<file path="src/rtl/clic_arb_pkg.sv">
// rtl/clic_arb_pkg.sv - shared irq payload, arbiter state and rank compare
package clic_arb_pkg;

  // Widest supported irq id; narrower ids are zero-extended into the payload.
  localparam int unsigned ID_MAX_W = 32;

  typedef enum logic [1:0] {
    ST_IDLE     = 2'd0,
    ST_OFFER    = 2'd1,
    ST_KILL_UP  = 2'd2,
    ST_KILL_PRE = 2'd3
  } arb_state_e;

  typedef struct packed {
    logic [ID_MAX_W-1:0] id;
    logic [7:0]          level;
    logic                shv;
    logic [1:0]          priv;
  } irq_pay_t;

  // Strictly better rank: privilege first, then level; ties are never better.
  function automatic logic rank_better(input logic [1:0] a_priv, input logic [7:0] a_level,
                                       input logic [1:0] b_priv, input logic [7:0] b_level);
    return {a_priv, a_level} > {b_priv, b_level};
  endfunction

endpackage

</file>
<file path="src/rtl/clic_arb_tree.sv">
// rtl/clic_arb_tree.sv - combinational winner selection over eligible channels
module clic_arb_tree
  import clic_arb_pkg::*;
#(
  parameter int unsigned N_CH  = 2,
  parameter int unsigned IDX_W = $clog2(N_CH)
) (
  input  logic [N_CH-1:0]  elig_i,
  input  irq_pay_t         pay_i [N_CH],
  output logic             win_valid_o,
  output logic [IDX_W-1:0] win_idx_o,
  output irq_pay_t         win_pay_o
);

  logic             best_valid;
  logic [IDX_W-1:0] best_idx;
  irq_pay_t         best_pay;

  // Ascending scan with strict compare keeps the lowest index on equal rank.
  always_comb begin
    best_valid = 1'b0;
    best_idx   = '0;
    best_pay   = '0;
    for (int i = 0; i < N_CH; i++) begin
      if (elig_i[i] && (!best_valid ||
          rank_better(pay_i[i].priv, pay_i[i].level, best_pay.priv, best_pay.level))) begin
        best_valid = 1'b1;
        best_idx   = IDX_W'(i);
        best_pay   = pay_i[i];
      end
    end
  end

  assign win_valid_o = best_valid;
  assign win_idx_o   = best_idx;
  assign win_pay_o   = best_pay;

endmodule

</file>
<file path="src/rtl/clic_irq_arb.sv">
// rtl/clic_irq_arb.sv - arbitrates N_CH CLIC irq channels onto one core offer
module clic_irq_arb
  import clic_arb_pkg::*;
#(
  parameter int unsigned N_CH    = 2,
  parameter int unsigned SRC_W   = 8,
  parameter bit          PREEMPT = 1'b1,
  localparam int unsigned IDX_W  = $clog2(N_CH)
) (
  input  logic                  clk_i,
  input  logic                  rst_ni,
  input  logic [N_CH-1:0]       ch_valid_i,
  output logic [N_CH-1:0]       ch_ready_o,
  input  logic [N_CH*SRC_W-1:0] ch_id_i,
  input  logic [N_CH*8-1:0]     ch_level_i,
  input  logic [N_CH-1:0]       ch_shv_i,
  input  logic [N_CH*2-1:0]     ch_priv_i,
  input  logic [N_CH-1:0]       ch_kill_req_i,
  output logic [N_CH-1:0]       ch_kill_ack_o,
  output logic                  irq_valid_o,
  output logic [SRC_W-1:0]      irq_id_o,
  output logic [7:0]            irq_level_o,
  output logic                  irq_shv_o,
  output logic [1:0]            irq_priv_o,
  output logic [IDX_W-1:0]      irq_ch_o,
  input  logic                  irq_ready_i,
  output logic                  irq_kill_req_o,
  input  logic                  irq_kill_ack_i
);

  arb_state_e       state_q, state_d;
  logic [IDX_W-1:0] sel_q, sel_d;
  irq_pay_t         pay_q, pay_d;
  logic [N_CH-1:0]  kill_ack_q, kill_ack_d;

  irq_pay_t         ch_pay [N_CH];
  logic             win_valid;
  logic [IDX_W-1:0] win_idx;
  irq_pay_t         win_pay;
  logic [N_CH-1:0]  sel_oh;
  logic [N_CH-1:0]  in_flight;
  logic             unused_id_hi;

  for (genvar g = 0; g < N_CH; g++) begin : g_pay
    assign ch_pay[g].id    = ID_MAX_W'(ch_id_i[g*SRC_W +: SRC_W]);
    assign ch_pay[g].level = ch_level_i[g*8 +: 8];
    assign ch_pay[g].shv   = ch_shv_i[g];
    assign ch_pay[g].priv  = ch_priv_i[g*2 +: 2];
  end

  clic_arb_tree #(
    .N_CH  (N_CH),
    .IDX_W (IDX_W)
  ) u_tree (
    .elig_i      (ch_valid_i & ~ch_kill_req_i),
    .pay_i       (ch_pay),
    .win_valid_o (win_valid),
    .win_idx_o   (win_idx),
    .win_pay_o   (win_pay)
  );

  assign sel_oh = N_CH'(1) << sel_q;

  always_comb begin
    state_d = state_q;
    sel_d   = sel_q;
    pay_d   = pay_q;
    unique case (state_q)
      ST_IDLE: begin
        if (win_valid) begin
          state_d = ST_OFFER;
          sel_d   = win_idx;
          pay_d   = win_pay;
        end
      end
      ST_OFFER: begin
        // Acceptance beats upstream withdraw, which beats preemption.
        if (irq_ready_i) begin
          state_d = ST_IDLE;
        end else if (|(ch_kill_req_i & sel_oh)) begin
          state_d = ST_KILL_UP;
        end else if (PREEMPT && win_valid &&
                     rank_better(win_pay.priv, win_pay.level, pay_q.priv, pay_q.level)) begin
          state_d = ST_KILL_PRE;
        end
      end
      ST_KILL_UP, ST_KILL_PRE: begin
        if (irq_kill_ack_i) state_d = ST_IDLE;
      end
      default: state_d = ST_IDLE;
    endcase
  end

  // The channel owned by the core cannot be withdrawn without the core's ack;
  // any other withdraw request is acked directly, once per request pulse.
  assign in_flight = (state_q == ST_OFFER || state_q == ST_KILL_UP) ? sel_oh : '0;

  always_comb begin
    kill_ack_d = ch_kill_req_i & ~in_flight & ~kill_ack_q;
    if (state_q == ST_KILL_UP && irq_kill_ack_i) kill_ack_d = kill_ack_d | sel_oh;
  end

  always_ff @(posedge clk_i or negedge rst_ni) begin
    if (!rst_ni) begin
      state_q    <= ST_IDLE;
      sel_q      <= '0;
      pay_q      <= '0;
      kill_ack_q <= '0;
    end else begin
      state_q    <= state_d;
      sel_q      <= sel_d;
      pay_q      <= pay_d;
      kill_ack_q <= kill_ack_d;
    end
  end

  assign irq_valid_o    = (state_q == ST_OFFER);
  assign irq_kill_req_o = (state_q == ST_KILL_UP) || (state_q == ST_KILL_PRE);
  assign ch_ready_o     = (state_q == ST_OFFER && irq_ready_i) ? sel_oh : '0;
  assign ch_kill_ack_o  = kill_ack_q;
  assign irq_id_o       = pay_q.id[SRC_W-1:0];
  assign irq_level_o    = pay_q.level;
  assign irq_shv_o      = pay_q.shv;
  assign irq_priv_o     = pay_q.priv;
  assign irq_ch_o       = sel_q;
  assign unused_id_hi   = ^pay_q.id;

endmodule

</file>
<file path="config.mk">
export PLATFORM = sky130hd
export DESIGN_NAME = clic_irq_arb
export DESIGN_NICKNAME = d
export VERILOG_FILES = /design/src/rtl/clic_arb_pkg.sv /design/src/rtl/clic_arb_tree.sv /design/src/rtl/clic_irq_arb.sv
export SDC_FILE = /design/constraint.sdc
export NUM_CORES = 1
export LEC_CHECK = 0
export ABC_CLOCK_PERIOD_IN_PS = 4350
export BUFFER_PORTS_ARGS = -buffer_cell sky130_fd_sc_hd__buf_2
export CORE_MARGIN = 2
export CORE_UTILIZATION = 25
export DETAILED_ROUTE_END_ITERATION = 8
export GPL_ROUTABILITY_DRIVEN = 0
export GPL_TIMING_DRIVEN = 0
export PLACE_DENSITY_LB_ADDON = 0.3
export RECOVER_POWER = 50
export SLEW_MARGIN = 15
export SYNTH_ARGS = -nofsm -noshare
export SYNTH_HDL_FRONTEND = slang
export SYNTH_SLANG_ARGS = --single-unit
</file>
<file path="constraint.sdc">
create_clock -name clk_i -period 4.35 [get_ports clk_i]
set_input_delay 0.87 -clock clk_i [delete_from_list [all_inputs] [get_ports clk_i]]
set_output_delay 0.87 -clock clk_i [all_outputs]
set_load 0.05 [all_outputs]
</file>
# Word-level counts from Yosys, hierarchy flattened
# Cells that the tools add are included.
dict set report totals {
  out_inout_bits 26
  regBits 24
}
dict set report op_classes {
  reduce_logical 13
  mux 14
  shifts 1
  order_cmp 2
  eq_ne 6
  bitwise_logic 8
}
# operator count
set op_table {}
lappend op_table {{$mux 19} 2}
lappend op_table {{$gt 10x10->1} 2}
lappend op_table {{$mux 2} 8}
lappend op_table {{$and 2x2->2} 4}
lappend op_table {{$not 2->2} 3}
lappend op_table {{$pmux 2 s3} 1}
lappend op_table {{$eq 2x2->1 const B} 2}
lappend op_table {{$logic_and 1x1->1} 4}
lappend op_table {{$ne 4x1->1 const B} 1}
lappend op_table {{$reduce_or 2->1} 2}
lappend op_table {{$logic_or 1x1->1} 3}
lappend op_table {{$mux 1} 3}
lappend op_table {{$reduce_and 3->1} 1}
lappend op_table {{$eq 2x1->1 const B} 1}
lappend op_table {{$logic_not 2->1} 1}
lappend op_table {{$ne 2x1->1 const B} 1}
lappend op_table {{$ne 2x2->1 const B} 1}
lappend op_table {{$or 2x2->2} 1}
lappend op_table {{$reduce_and 2->1} 1}
lappend op_table {{$shl 1x1->2 const A} 1}
lappend op_table {{$logic_not 1->1} 1}

# Depth between registers and ports, before layout
dict set report depth {
  ltp_word 13
  depth_mapped 19
  mapped_depth_nobuf 15
}

# Hierarchy
# From an unflattened synthesis, not the netlist that was laid out.
dict set report unflattened {
  hier_cells 219
  area_unflattened_um2 2232.1
}
# module n_inst cells_each area_per_inst_um2 seq_area_each_um2
set modules_own_cells {}
lappend modules_own_cells {clic_irq_arb 1 122 1373.8 600.6}
lappend modules_own_cells {clic_arb_tree 1 97 858.3 0.0}

# Worst setup path before layout
# No wires, ideal clock.
dict set report synth_timing {
  kind {input -> register}
  startpoint {input ch_valid_i[0]}
  endpoint {register state_q[1]}
  arrival_time_ns 3.800
  stages 17
  path_slack_ns 0.425
  required_time_ns 4.224
  path_buffers 3
  path_cell_list {nor2b_2 -> clkbuf_1 -> nand2_1 -> ha_1 -> a211oi_2 -> o211ai_1 -> a211oi_2 -> or2_1 -> buf_6 -> buf_6 -> mux2i_1 -> ha_1 -> a21oi_1 -> and3_1 -> o31ai_1 -> o21ai_0 -> a21oi_1}
}
# element line_no
set synth_rtl {}
lappend synth_rtl {{start, declared} clic_irq_arb.sv:12} ;# input logic [N_CH-1:0] ch_valid_i,
lappend synth_rtl {{end signal, assigned} clic_irq_arb.sv:110} ;# state_q <= state_d;
lappend synth_rtl {{end, declared} clic_irq_arb.sv:31} ;# arb_state_e state_q, state_d;

==> results.md <==
Place:
- After legalization and detailed placement, the total HPWL measured ~4500 µm.
- In this run the cell area measured after placement is 2521 µm².
- OpenSTA, run right after detailed placement, puts the worst setup slack at -0.6025 ns.
- The count of input and output buffers is 71.

Global routing:
- The total overflow reported by the global router is 0.
- The first global-routing pass estimated 9473 µm of wire.
- Global routing used 13.69% of the available tracks.
- The initial antenna violation count came to 0.
- The number of global-route vias before repair was about 1.9k.
- The maximum number of pins on one net before global-route repair is 25.

STA:
- The post-route fraction of the period consumed by the critical path is 92.57%.
- Across the routed clock network, the largest skew measured is 0.002044 ns.
- Setup violations remaining at the end of the flow were counted as 0.
- The worst pin sits at a relative slew slack of 4.154%.
- The final number of max-transition violations is 0.
- The hold violation total from the final report is 0.
- Setup slack closes at 0.3233 ns.
- The minimum clock period after layout is 4.027 ns.
- The minimum hold slack is 0.4871 ns.
- The maximum achievable frequency is 248.3 MHz.
- Setup repair after global routing left no endpoint under its margin.
- The transition time at the pin with the least slew margin is around 1.4 ns.

Drt:
- Summed over all layers, the routed wires come to 5934 µm.
- The total via count after detailed routing is 1939.
- Dividing the detail-routed wire length by the instance count gives 14.51 µm.
- The DRC violation count after routing is 0.
- For this block, the initial DRC count from the detailed router was 60.
- The detail route stage leaves a number of antenna-violating nets equal to 0.
- Using the TritonRoute via totals, the vias-per-cell ratio works out to 4.741.
- The number of detailed-route iterations in the first pass is 4.

Pwr:
- Cell internal power was estimated by the tool at a little over 700 µW.
- The final total power is 1640 µW.
- Net switching is 55.87% of the power.
- The sequential fraction of design power is between 20% and 30%.
- The share of power burned in combinational logic is approximately two thirds.
- The maximum VDD drop is 0.2117 mV.
- In this run the static leakage power is 0.001348 µW.
- The share of power burned in the clock network is around 10%.
- The switching power of the nets is 916.4 µW.
- The power density of the placed cells is approximately 640 nW/µm².

Synthesis:
- Summing the sequential cell areas from Yosys gives 29.47% of the chip area.
- The instance count of the mapped netlist is 231.
- The total number of yosys warnings is 0.
- For this run, the leading register cell type out of synthesis is dfrtp_1.
- Counting every net in the synthesized netlist gives around 300.
- The leading area contributor after synthesis is dfrtp_1.
- The number of synthesized flops with an enable pin is 0.
- The mean area per synthesized cell is between 8 and 9 µm².
- The number of different library cells used by synthesis comes to 36.
- The portion of synthesized cell area occupied by the leading cell type is 29.47%.
- In the synthesized netlist the async set-or-reset flop fraction comes to 100.0%.
- In this run, synthesis produced a sequential element count of 24.
- The synthesized netlist occupies a cell area of 2038 µm².
- After synthesis, the cell types taking the most area are dfrtp_1, ha_1, nand2_1.
- The commonest cells after synthesis are nand2_1, inv_1, dfrtp_1, ha_1.
- nand2_1 is the most common cell in the netlist.

Floorplan:
- The total area inside the core boundary comes to 7807 µm².
- The starting density of the core is 26.11%.
- The count of standard-cell rows is 32.
- From left edge to right edge, the die measures around 94 µm.
- The die covers 8891 µm².
- The number of primary I/O pins is 72.
- The vertical die dimension is 94.29 µm.

Clock network:
- Buffers inserted to repair hold after CTS numbered 0.
- Counting the buffers created by CTS gives 3.
- After clock tree synthesis, the clock-pin slew on the worst setup and hold paths is 0.10 ns.
- The root buffer cell chosen for the clock tree is clkbuf_8.
- No sink is reached through more buffers than the 2 on the longest clock path.
- The later-pin clock latency in the skew report is roughly 0.28 ns.
- The total number of clock tree sinks is 24.
- TritonCTS built the clock tree.
- CTS built an H-tree with a depth of 1.

Critical path:
- STA classifies the critical path endpoint as a flop.
- The type of origin of the critical path is an input pin.
- The internal reg-to-reg setup slack is 2.28 ns.
- The worst endpoint required time is 4.51 ns.
- The class of the most critical setup path is input pin to flop.
- The data arrival time of the critical path is 4.19 ns.
- The depth of the most critical reg-to-reg path is 6.
- The maximum net fanout on the critical path is 10.

Final layout:
- The final net count is 378.
- Fill cells in the final layout number 863.
- The area of the multi-input gates is 1275 µm².
- The antenna diode count is 0.
- Relative to the synthesized area, the layout overhead comes to 26.52%.
- The finished cells cover 2579 µm².
- The register area is 600.6 µm².
- The layout cell share with drive strength beyond 1 is 29.32%.

Flow run:
- The reported max-cap violation count is 0.

Min path:
- In this run the worst hold path is classified as flop to flop.
- The cell depth of the worst min-delay path is 1.

Run status:
- The flow ran to the end, and the final reports show no timing, DRC or antenna violations.
## registers in the layout, indices dropped and copies added, names as in the netlist
signal,cells
irq_shv_o,1
irq_id_o,8
irq_priv_o,2
ch_kill_ack_o,2
state_q,2
irq_ch_o,1
irq_level_o,8
## layout make-up
| type | instances | area share [%] |
|---|---|---|
| multi-input cells | 169 | 49.44 |
| flip-flops and latches | 24 | 23.29 |
| repair buffers | 72 | 13.49 |
| well taps | 102 | 4.949 |
| inverters | 26 | 3.785 |
| plain buffers | 12 | 2.911 |
| clock buffers | 4 | 2.135 |
## what timing repair did
action | in CTS | in global routing
setup endpoints to repair | 2 | 2
pin swaps | 0 | 1
gates resized for setup | 2 | 5
buffers inserted | 0 | 1
gates cloned | 0 | 0
## logic make-up (layout without fill, tap and decap cells)
family / after synthesis / in the layout / synth area share, %
simple gates: 80 / 80 / 18.42
compound gates: 54 / 54 / 23.70
buf+inv: 38 / 114 / 8.226
mux: 11 / 11 / 5.464
flops: 24 / 24 / 29.47
fa+ha+maj: 24 / 24 / 14.73
## final timing paths
check / endpoint / from
max: state_q[0]$_DFFE_PN0P_ / ch_kill_req_i[0]
min: ch_kill_ack_o[0]$_DFF_PN0_ / ch_kill_ack_o[0]$_DFF_PN0_
min reg2reg: ch_kill_ack_o[0]$_DFF_PN0_ / ch_kill_ack_o[0]$_DFF_PN0_
min in group asynchronous: irq_level_o[2]$_DFFE_PN0P_ / rst_ni
max reg2reg: state_q[0]$_DFFE_PN0P_ / state_q[1]$_DFFE_PN0P_
max in group asynchronous: irq_id_o[0]$_DFFE_PN0P_ / rst_ni
## through the flow
stage | TNS, ns | std cells | utilization, %
finish | 0 | 409 | 33.03
global route | 0 | 409 | 33.03
CTS | 0 | 408 | 33.03
detailed placement | -1.196 | 404 | 32.29
global placement | -1.122 | 404 | 32.29
floorplan | 0 | 231 | -
## cells in the final DEF (no fill, tap or decap), types with 5 or more instances in the layout
| master | synthesis | final |
|---|---|---|
| dfrtp_1 | 24 | 24 |
| o21ai_0 | 7 | 7 |
| inv_1 | 26 | 26 |
| a41o_1 | 9 | 9 |
| o31ai_1 | 10 | 10 |
| ha_1 | 24 | 24 |
| clkbuf_1 | 7 | 17 |
| nand2_1 | 48 | 48 |
| nand3_1 | 5 | 5 |
| mux2i_1 | 10 | 10 |
| o221ai_2 | 9 | 9 |
| nor2_1 | 6 | 6 |
| a21oi_1 | 9 | 9 |
| buf_2 | 2 | 62 |
## routing by layer
metal	track usage (%)	part of all wire, %	vias up	routed length (µm)
met3	3.130	5.6	4	334
met4	1.570	0.44	0	26
met2	22.98	47	49	2774
met1	18.48	47	904	2799
li1	-	-	982	-
met5	0	0	-	0
## critical path, stage by stage
cell	delay, ns
buf_2	0.12
nor2b_4	0.18
buf_4	0.21
nand2_1	0.13
ha_1	0.33
a21oi_1	0.17
o21ai_0	0.14
a211oi_2	0.32
or2_1	0.16
buf_6	0.15
buf_6	0.18
mux2i_1	0.21
ha_1	0.31
a21oi_1	0.20
and3_1	0.18
o31ai_1	0.09
o21ai_0	0.16
a32oi_1	0.07
## power groups by stage
stage          combinational (µW)  sequential, µW  clock, µW
2_1_floorplan                 531             697          0
3_5_place_dp                 1100             395          0
5_1_grt                      1190             405        180
4_1_cts                      1110             390        171
3_3_place_gp                 1090             393          0
6_report                     1080             391        165
(Power assumes the default switching activity.)
